## src/rtl/counter_run_ctrl_if.sv

```systemverilog
// Command channel between the ui/uio decode logic and counter_run_ctrl.
// Carries a valid/ready handshake with a 2-bit opcode and a WIDTH-bit operand.
interface counter_run_ctrl_if #(
    parameter int unsigned WIDTH = 8
);
    logic             cmd_valid;
    logic             cmd_ready;
    logic [1:0]       cmd_op;
    logic [WIDTH-1:0] cmd_data;

    modport master (
        output cmd_valid,
        output cmd_op,
        output cmd_data,
        input  cmd_ready
    );

    modport slave (
        input  cmd_valid,
        input  cmd_op,
        input  cmd_data,
        output cmd_ready
    );
endinterface

```

## src/rtl/counter_run_ctrl.sv

```systemverilog
// Command-driven sequencer for the up-counter: CLEAR/LOAD/RUN/STOP, halts exactly on target and pulses done.
// Optional feature macro AUTO_RELOAD_EN: on reaching target, reload the counter and keep running until STOP.
module counter_run_ctrl #(
    parameter int unsigned WIDTH = 8
) (
    input  logic                 clk,
    input  logic                 rst,
    counter_run_ctrl_if.slave    cmd,
    input  logic [WIDTH-1:0]     cnt_val,
    output logic                 cnt_clr,
    output logic                 cnt_load,
    output logic [WIDTH-1:0]     cnt_load_val,
    output logic                 cnt_en,
    output logic                 busy,
    output logic                 done
);

    localparam logic [1:0] OP_CLEAR = 2'b00;
    localparam logic [1:0] OP_LOAD  = 2'b01;
    localparam logic [1:0] OP_RUN   = 2'b10;
    localparam logic [1:0] OP_STOP  = 2'b11;

    typedef enum logic [1:0] {
        ST_IDLE   = 2'd0,
        ST_RUN    = 2'd1,
        ST_DONE   = 2'd2
`ifdef AUTO_RELOAD_EN
        ,
        ST_RELOAD = 2'd3
`endif
    } state_t;

    state_t           state;
    logic [WIDTH-1:0] target;
`ifdef AUTO_RELOAD_EN
    logic [WIDTH-1:0] reload;
`endif

    logic             in_run_c;
    logic             is_stop_c;
    logic             accept_c;
    logic             at_target_c;
    logic [WIDTH-1:0] cnt_next_c;

`ifdef AUTO_RELOAD_EN
    assign in_run_c = (state == ST_RUN) || (state == ST_RELOAD);
`else
    assign in_run_c = (state == ST_RUN);
`endif

    assign is_stop_c     = (cmd.cmd_op == OP_STOP);
    assign cmd.cmd_ready = (state == ST_IDLE) || (in_run_c && is_stop_c);
    assign accept_c      = cmd.cmd_valid && cmd.cmd_ready;

    // Terminal test looks one increment ahead so the counter stops on target, not past it.
    assign cnt_next_c  = WIDTH'(cnt_val + WIDTH'(1));
    assign at_target_c = cnt_en && (cnt_next_c == target);

    assign busy = (state != ST_IDLE);

    always_ff @(posedge clk or posedge rst) begin
        if (rst) begin
            state        <= ST_IDLE;
            target       <= '0;
`ifdef AUTO_RELOAD_EN
            reload       <= '0;
`endif
            cnt_clr      <= 1'b0;
            cnt_load     <= 1'b0;
            cnt_load_val <= '0;
            cnt_en       <= 1'b0;
            done         <= 1'b0;
        end else begin
            // Strobes are single-cycle unless a state explicitly re-asserts them.
            cnt_clr  <= 1'b0;
            cnt_load <= 1'b0;
            done     <= 1'b0;

            case (state)
                ST_IDLE: begin
                    cnt_en <= 1'b0;
                    if (accept_c) begin
                        case (cmd.cmd_op)
                            OP_CLEAR: cnt_clr <= 1'b1;
                            OP_LOAD: begin
                                cnt_load     <= 1'b1;
                                cnt_load_val <= WIDTH'(cmd.cmd_data);
`ifdef AUTO_RELOAD_EN
                                reload       <= WIDTH'(cmd.cmd_data);
`endif
                            end
                            OP_RUN: begin
                                target <= WIDTH'(cmd.cmd_data);
                                if (WIDTH'(cmd.cmd_data) == cnt_val) begin
                                    state <= ST_DONE;
                                    done  <= 1'b1;
                                end else begin
                                    state  <= ST_RUN;
                                    cnt_en <= 1'b1;
                                end
                            end
                            default: ;
                        endcase
                    end
                end

                ST_RUN: begin
                    if (accept_c) begin
                        state  <= ST_IDLE;
                        cnt_en <= 1'b0;
                    end else if (at_target_c) begin
                        cnt_en <= 1'b0;
                        done   <= 1'b1;
`ifdef AUTO_RELOAD_EN
                        state        <= ST_RELOAD;
                        cnt_load     <= 1'b1;
                        cnt_load_val <= reload;
`else
                        state        <= ST_DONE;
`endif
                    end
                end

`ifdef AUTO_RELOAD_EN
                ST_RELOAD: begin
                    if (accept_c) begin
                        state  <= ST_IDLE;
                        cnt_en <= 1'b0;
                    end else if (reload == target) begin
                        // Reload value already equals target: every cycle is a terminal cycle.
                        done         <= 1'b1;
                        cnt_load     <= 1'b1;
                        cnt_load_val <= reload;
                    end else begin
                        state  <= ST_RUN;
                        cnt_en <= 1'b1;
                    end
                end
`endif

                ST_DONE: begin
                    state  <= ST_IDLE;
                    cnt_en <= 1'b0;
                end

                default: begin
                    state  <= ST_IDLE;
                    cnt_en <= 1'b0;
                end
            endcase
        end
    end

endmodule

```

## src/flat_wrapper.sv

```systemverilog
// flat-port wrapper written by rule: the top's interface ports become plain ports
module counter_run_ctrl_flat 
#(
    parameter int unsigned WIDTH = 8
)
  (clk, rst, cnt_val, cnt_clr, cnt_load, cnt_load_val, cnt_en, busy, done, cmd_cmd_valid, cmd_cmd_op, cmd_cmd_data, cmd_cmd_ready);
  counter_run_ctrl_if #(.WIDTH(WIDTH)) cmd_i ();
  input  logic clk;
  input  logic rst;
  input  logic [WIDTH-1:0] cnt_val;
  output logic cnt_clr;
  output logic cnt_load;
  output logic [WIDTH-1:0] cnt_load_val;
  output logic cnt_en;
  output logic busy;
  output logic done;
  input wire logic [$bits(cmd_i.cmd_valid)-1:0] cmd_cmd_valid;
  input wire logic [$bits(cmd_i.cmd_op)-1:0] cmd_cmd_op;
  input wire logic [$bits(cmd_i.cmd_data)-1:0] cmd_cmd_data;
  output wire logic [$bits(cmd_i.cmd_ready)-1:0] cmd_cmd_ready;
  assign cmd_i.cmd_valid = cmd_cmd_valid;
  assign cmd_i.cmd_op = cmd_cmd_op;
  assign cmd_i.cmd_data = cmd_cmd_data;
  assign cmd_cmd_ready = cmd_i.cmd_ready;
  counter_run_ctrl #(.WIDTH(WIDTH)) u_core (.clk(clk), .rst(rst), .cmd(cmd_i), .cnt_val(cnt_val), .cnt_clr(cnt_clr), .cnt_load(cnt_load), .cnt_load_val(cnt_load_val), .cnt_en(cnt_en), .busy(busy), .done(done));
endmodule
```

## config.mk

```make
export PLATFORM = sky130hd
export DESIGN_NAME = counter_run_ctrl_flat
export DESIGN_NICKNAME = d
export VERILOG_FILES = /design/src/rtl/counter_run_ctrl_if.sv /design/src/rtl/counter_run_ctrl.sv /design/src/flat_wrapper.sv
export SDC_FILE = /design/constraint.sdc
export NUM_CORES = 1
export LEC_CHECK = 0
export CAP_MARGIN = 10
export CORE_UTILIZATION = 49
export CTS_CLUSTER_SIZE = 10
export DETAILED_ROUTE_END_ITERATION = 8
export GPL_TIMING_DRIVEN = 0
export PLACE_DENSITY = 0.82
export SYNTH_ARGS = -nofsm -noshare
export SYNTH_HDL_FRONTEND = slang
export SYNTH_SLANG_ARGS = --single-unit
```

## constraint.sdc

```tcl
create_clock -name clk -period 2.43 [get_ports clk]
set_input_delay 0.243 -clock clk [delete_from_list [all_inputs] [get_ports clk]]
set_output_delay 0.243 -clock clk [all_outputs]
set_load 0.05 [all_outputs]
```

==> results of run 1 <==
-- kinds of logic after synthesis --
logic type,after synthesis,synth area share
AO/OA/AOI/OAI,8,0.05554
XOR/XNOR,18,0.1346
adder cells (fa/ha/maj),1,0.01068
buffers and inverters,7,0.02350
flip-flops,22,0.4701
multiplexers,16,0.1538
AND/OR/NAND/NOR,28,0.1517
-- power groups by stage --
stage / registers, µW / clock network [µW] / logic [µW]
after floorplan: 713 / 0 / 250
after global routing: 542 / 178 / 671
final: 530 / 158 / 640
after detailed placement: 539 / 0 / 642
after global placement: 533 / 0 / 626
after CTS: 531 / 162 / 644
-- worst max-delay path: stages --
cell and delay (ns):
clkdlybuf4s50_1 0.60, nand2_1 0.09, a21oi_1 0.16, clkdlybuf4s50_1 0.84
-- sequential cells by signal, summed over array words and instances (netlist names) --
register             cells
u_core.state             2
u_core.done              1
u_core.cnt_load          1
u_core.cnt_load_val      8
u_core.cnt_en            1
u_core.cnt_clr           1
u_core.target            8
-- final timing paths --
check	cells after the start	start	endpoint
hold reg to reg	1	u_core.cnt_load_val[2]$_DFFE_PP0P_	u_core.cnt_load_val[2]$_DFFE_PP0P_
hold / removal	2	rst	u_core.cnt_load_val[4]$_DFFE_PP0P_
setup reg to reg	4	u_core.state[0]$_DFFE_PP0P_	u_core.cnt_load_val[0]$_DFFE_PP0P_
max in group asynchronous	2	rst	u_core.done$_DFF_PP0_
min in group clk	1	u_core.cnt_load_val[2]$_DFFE_PP0P_	u_core.cnt_load_val[2]$_DFFE_PP0P_
setup / recovery	4	cmd_cmd_op[1]	cmd_cmd_ready
-- placed cells by master (no fill, tap or decap), types with 2 or more instances in the layout --
master and count:
nand2_1 5, mux2_2 16, xnor2_1 5, xor2_1 13
inv_1 5, clkdlybuf4s50_1 34, nand3_1 6, nor2_1 2
nor4_1 2, dfrtp_1 22, nand4_1 2, o22ai_1 2
clkbuf_4 3
-- metal layers --
| layer | up-vias | global-route usage | routed length (µm) |
|---|---|---|---|
| li1 | 432 | - | - |
| met1 | 425 | 0.2661 | 1038 |
| met2 | 20 | 0.3622 | 1255 |
| met3 | 6 | 0.02381 | 93 |
| met4 | 0 | 0.09259 | 51 |
| met5 | - | 0 | 0 |
-- synthesized netlist by cell type --
master,n,area [µm²]
nand4_1,2,12.51
a21oi_1,1,5.000
nor4_1,2,12.51
nor4b_1,1,8.760
a32o_2,1,11.26
nor2b_1,1,6.260
nand3b_1,1,7.510
inv_1,5,18.77
o21ai_0,1,5.000
nand4_2,1,12.51
nor3b_1,1,7.510
or3_1,1,6.260
a22o_2,1,10.01
buf_2,1,5.000
nand2b_1,1,6.260
a211o_1,1,8.760
a211oi_2,1,12.51
nand2_1,5,18.77
nand3_1,6,30.03
xnor2_1,5,43.79
o22ai_1,2,12.51
clkbuf_1,1,3.750
or2_2,1,6.260
or3b_1,1,8.760
ha_1,1,12.51
mux2_2,16,180.2
nor2_1,2,7.510
dfrtp_1,22,550.5
nor3_4,1,16.27
xor2_1,13,113.9
or4b_1,1,10.01
-- through the flow --
step / cells / power (µW) / setup slack (ns)
6_report: 165 / 1327 / 0.2539
5_1_grt: 165 / 1392 / 0.1703
4_1_cts: 165 / 1338 / 0.2417
3_5_place_dp: 162 / 1181 / 0.01466
3_3_place_gp: 162 / 1159 / 0.06110
2_1_floorplan: 100 / 962.5 / 0.5120
-- final cells by class --
type / instances / area (µm²)
Sequential cell: 22 / 550.5
Clock buffer: 3 / 22.52
Inverter: 5 / 18.77
Multi-Input combinational cell: 71 / 593.1
Tap cell: 28 / 35.03
Timing Repair Buffer: 34 / 340.3
Fill cell: 166 / 664.4
Buffer: 2 / 8.758
==> results.md, run 1 <==
* Reported max-cap violation count at 0
* Largest clock skew in the final design at 0.005540 ns
* Clock power frac at 0.119
* Worst-margin pin slew at 0.8176 ns
* Placed cell area at 0.001546 mm²
* Floorplan core area at 0.002233 mm²
* Maximum VDD drop at 0.0006570 V
* Max Clock Freq at 459.5 MHz
* Critical path launch point type: input pin
* Crit path max fanout at 5
* Kind of end point of the critical path: primary output
* 1st-pass router iterations at 4
* Post-cts resize count at 0
* Cell chosen for the clock root: clkbuf_4
* Routed wire per std cell at 14.78 µm
* Clk pin slew, worst setup/hold paths at 0.12 ns
* Clock sink total at 22
* #FFs+latches synth at 22
* Final-layout setup total negative slack at 0 ns
* Antenna violations before repair at 0
* Tcrit/Tclk final at 0.8955
* First-pass GRT wire length at 3988 µm
* Detailed-placement wirelength estimate at 1918 µm
* Result of the run: finished clean
* Max Root-Sink Buffers at 2
* Tightest slew margin relative to the limit at 0.4543
* Count of unique library cells instantiated by Yosys at 31
* Fraction of final layout cells sized beyond drive strength 1 at 0.1898
* Cell leakage power at 0.0006578 µW
* Slack of the worst reg-to-reg path at 0.60 ns
* I/O pin count at 35
* Final setup violation count at 0
* Die span in x at 50.89 µm
* Number of buffers added by the clock tree synthesis step at 3
* Aggregate global-route resource usage at 0.2103
* Number of remaining DRC errors at 0
* Level count of the clock H-tree at 1
* Post-synth net total at 122
* Insertion delay of the later-clocked pin in the worst-skew pair at 0.29 ns
* Iteration-0 DRC Markers at 7
* Antenna cell count at 0
* Final core occ at 0.7025
* Signal arrival time at the worst endpoint at 1.93 ns
* Final Hold Vio Count at 0
* Layout overhead on the synthesized area at 33.97%
* Worst setup path category: in2out
* Vias after detailed routing at 883
* Combinational share of power at 0.482
* Yosys warning count at 0
* Final non-filler cell area at 0.001569 mm²
* Critical path required time at 2.19 ns
* Overall die area at 0.002590 mm²
* GRT Residual Overflow at 0
* DRT antenna net count at 0
* Final RePlAce weighted congestion at 0.7771
* Type of the tightest min-delay check: in2async
* Area of the mapped netlist at 0.001171 mm²
* Internal power component at 797.0 µW
* Number of vias per cell after detailed routing at 5.352
* Flop pwr share at 0.399
* Number of instances in the synthesized netlist at 100
* Final critical delay including setup and external delays at 2.176 ns
* Port bufs at 34
* RSZ-0062 raised after global routing: false
* Initial Util at 0.5244
* Total power per unit cell area at 845.8 mW/mm²
* Largest net degree at the start of global routing at 23
* Pins over their slew limit at 0
* Height of the die at 50.89 µm
* Quantity of hold-fixing buffers added after cts at 0
* Post CTS Setup Buffer Count at 0
* Fraction of power spent switching nets at 0.3994
* Sequential cell area fraction in the yosys report at 0.4701
* Floorplan row count at 17
* Vias in the first global route at 903
* Total wirelength of the detailed-routed design at 2438 µm
* Net total in the final layout at 161
* CTS tree: yes
* Final hold slack at 0.4185 ns
* Synthesized area per cell at 11.71 µm²
* Net Switching at 530.1 µW
Note: power is estimated with default switching activity, not from simulation.
==> run 2: changes to the inputs <==
--- a/config.mk
+++ b/config.mk
@@ -5,12 +5,12 @@
 export SDC_FILE = /design/constraint.sdc
 export NUM_CORES = 1
 export LEC_CHECK = 0
-export CAP_MARGIN = 10
 export CORE_UTILIZATION = 49
 export CTS_CLUSTER_SIZE = 10
 export DETAILED_ROUTE_END_ITERATION = 8
 export GPL_TIMING_DRIVEN = 0
 export PLACE_DENSITY = 0.82
+export SLEW_MARGIN = 20
 export SYNTH_ARGS = -nofsm -noshare
 export SYNTH_HDL_FRONTEND = slang
 export SYNTH_SLANG_ARGS = --single-unit
==> results of run 2 <==
Final layout, timing and power as in run 1 (identical DEF).
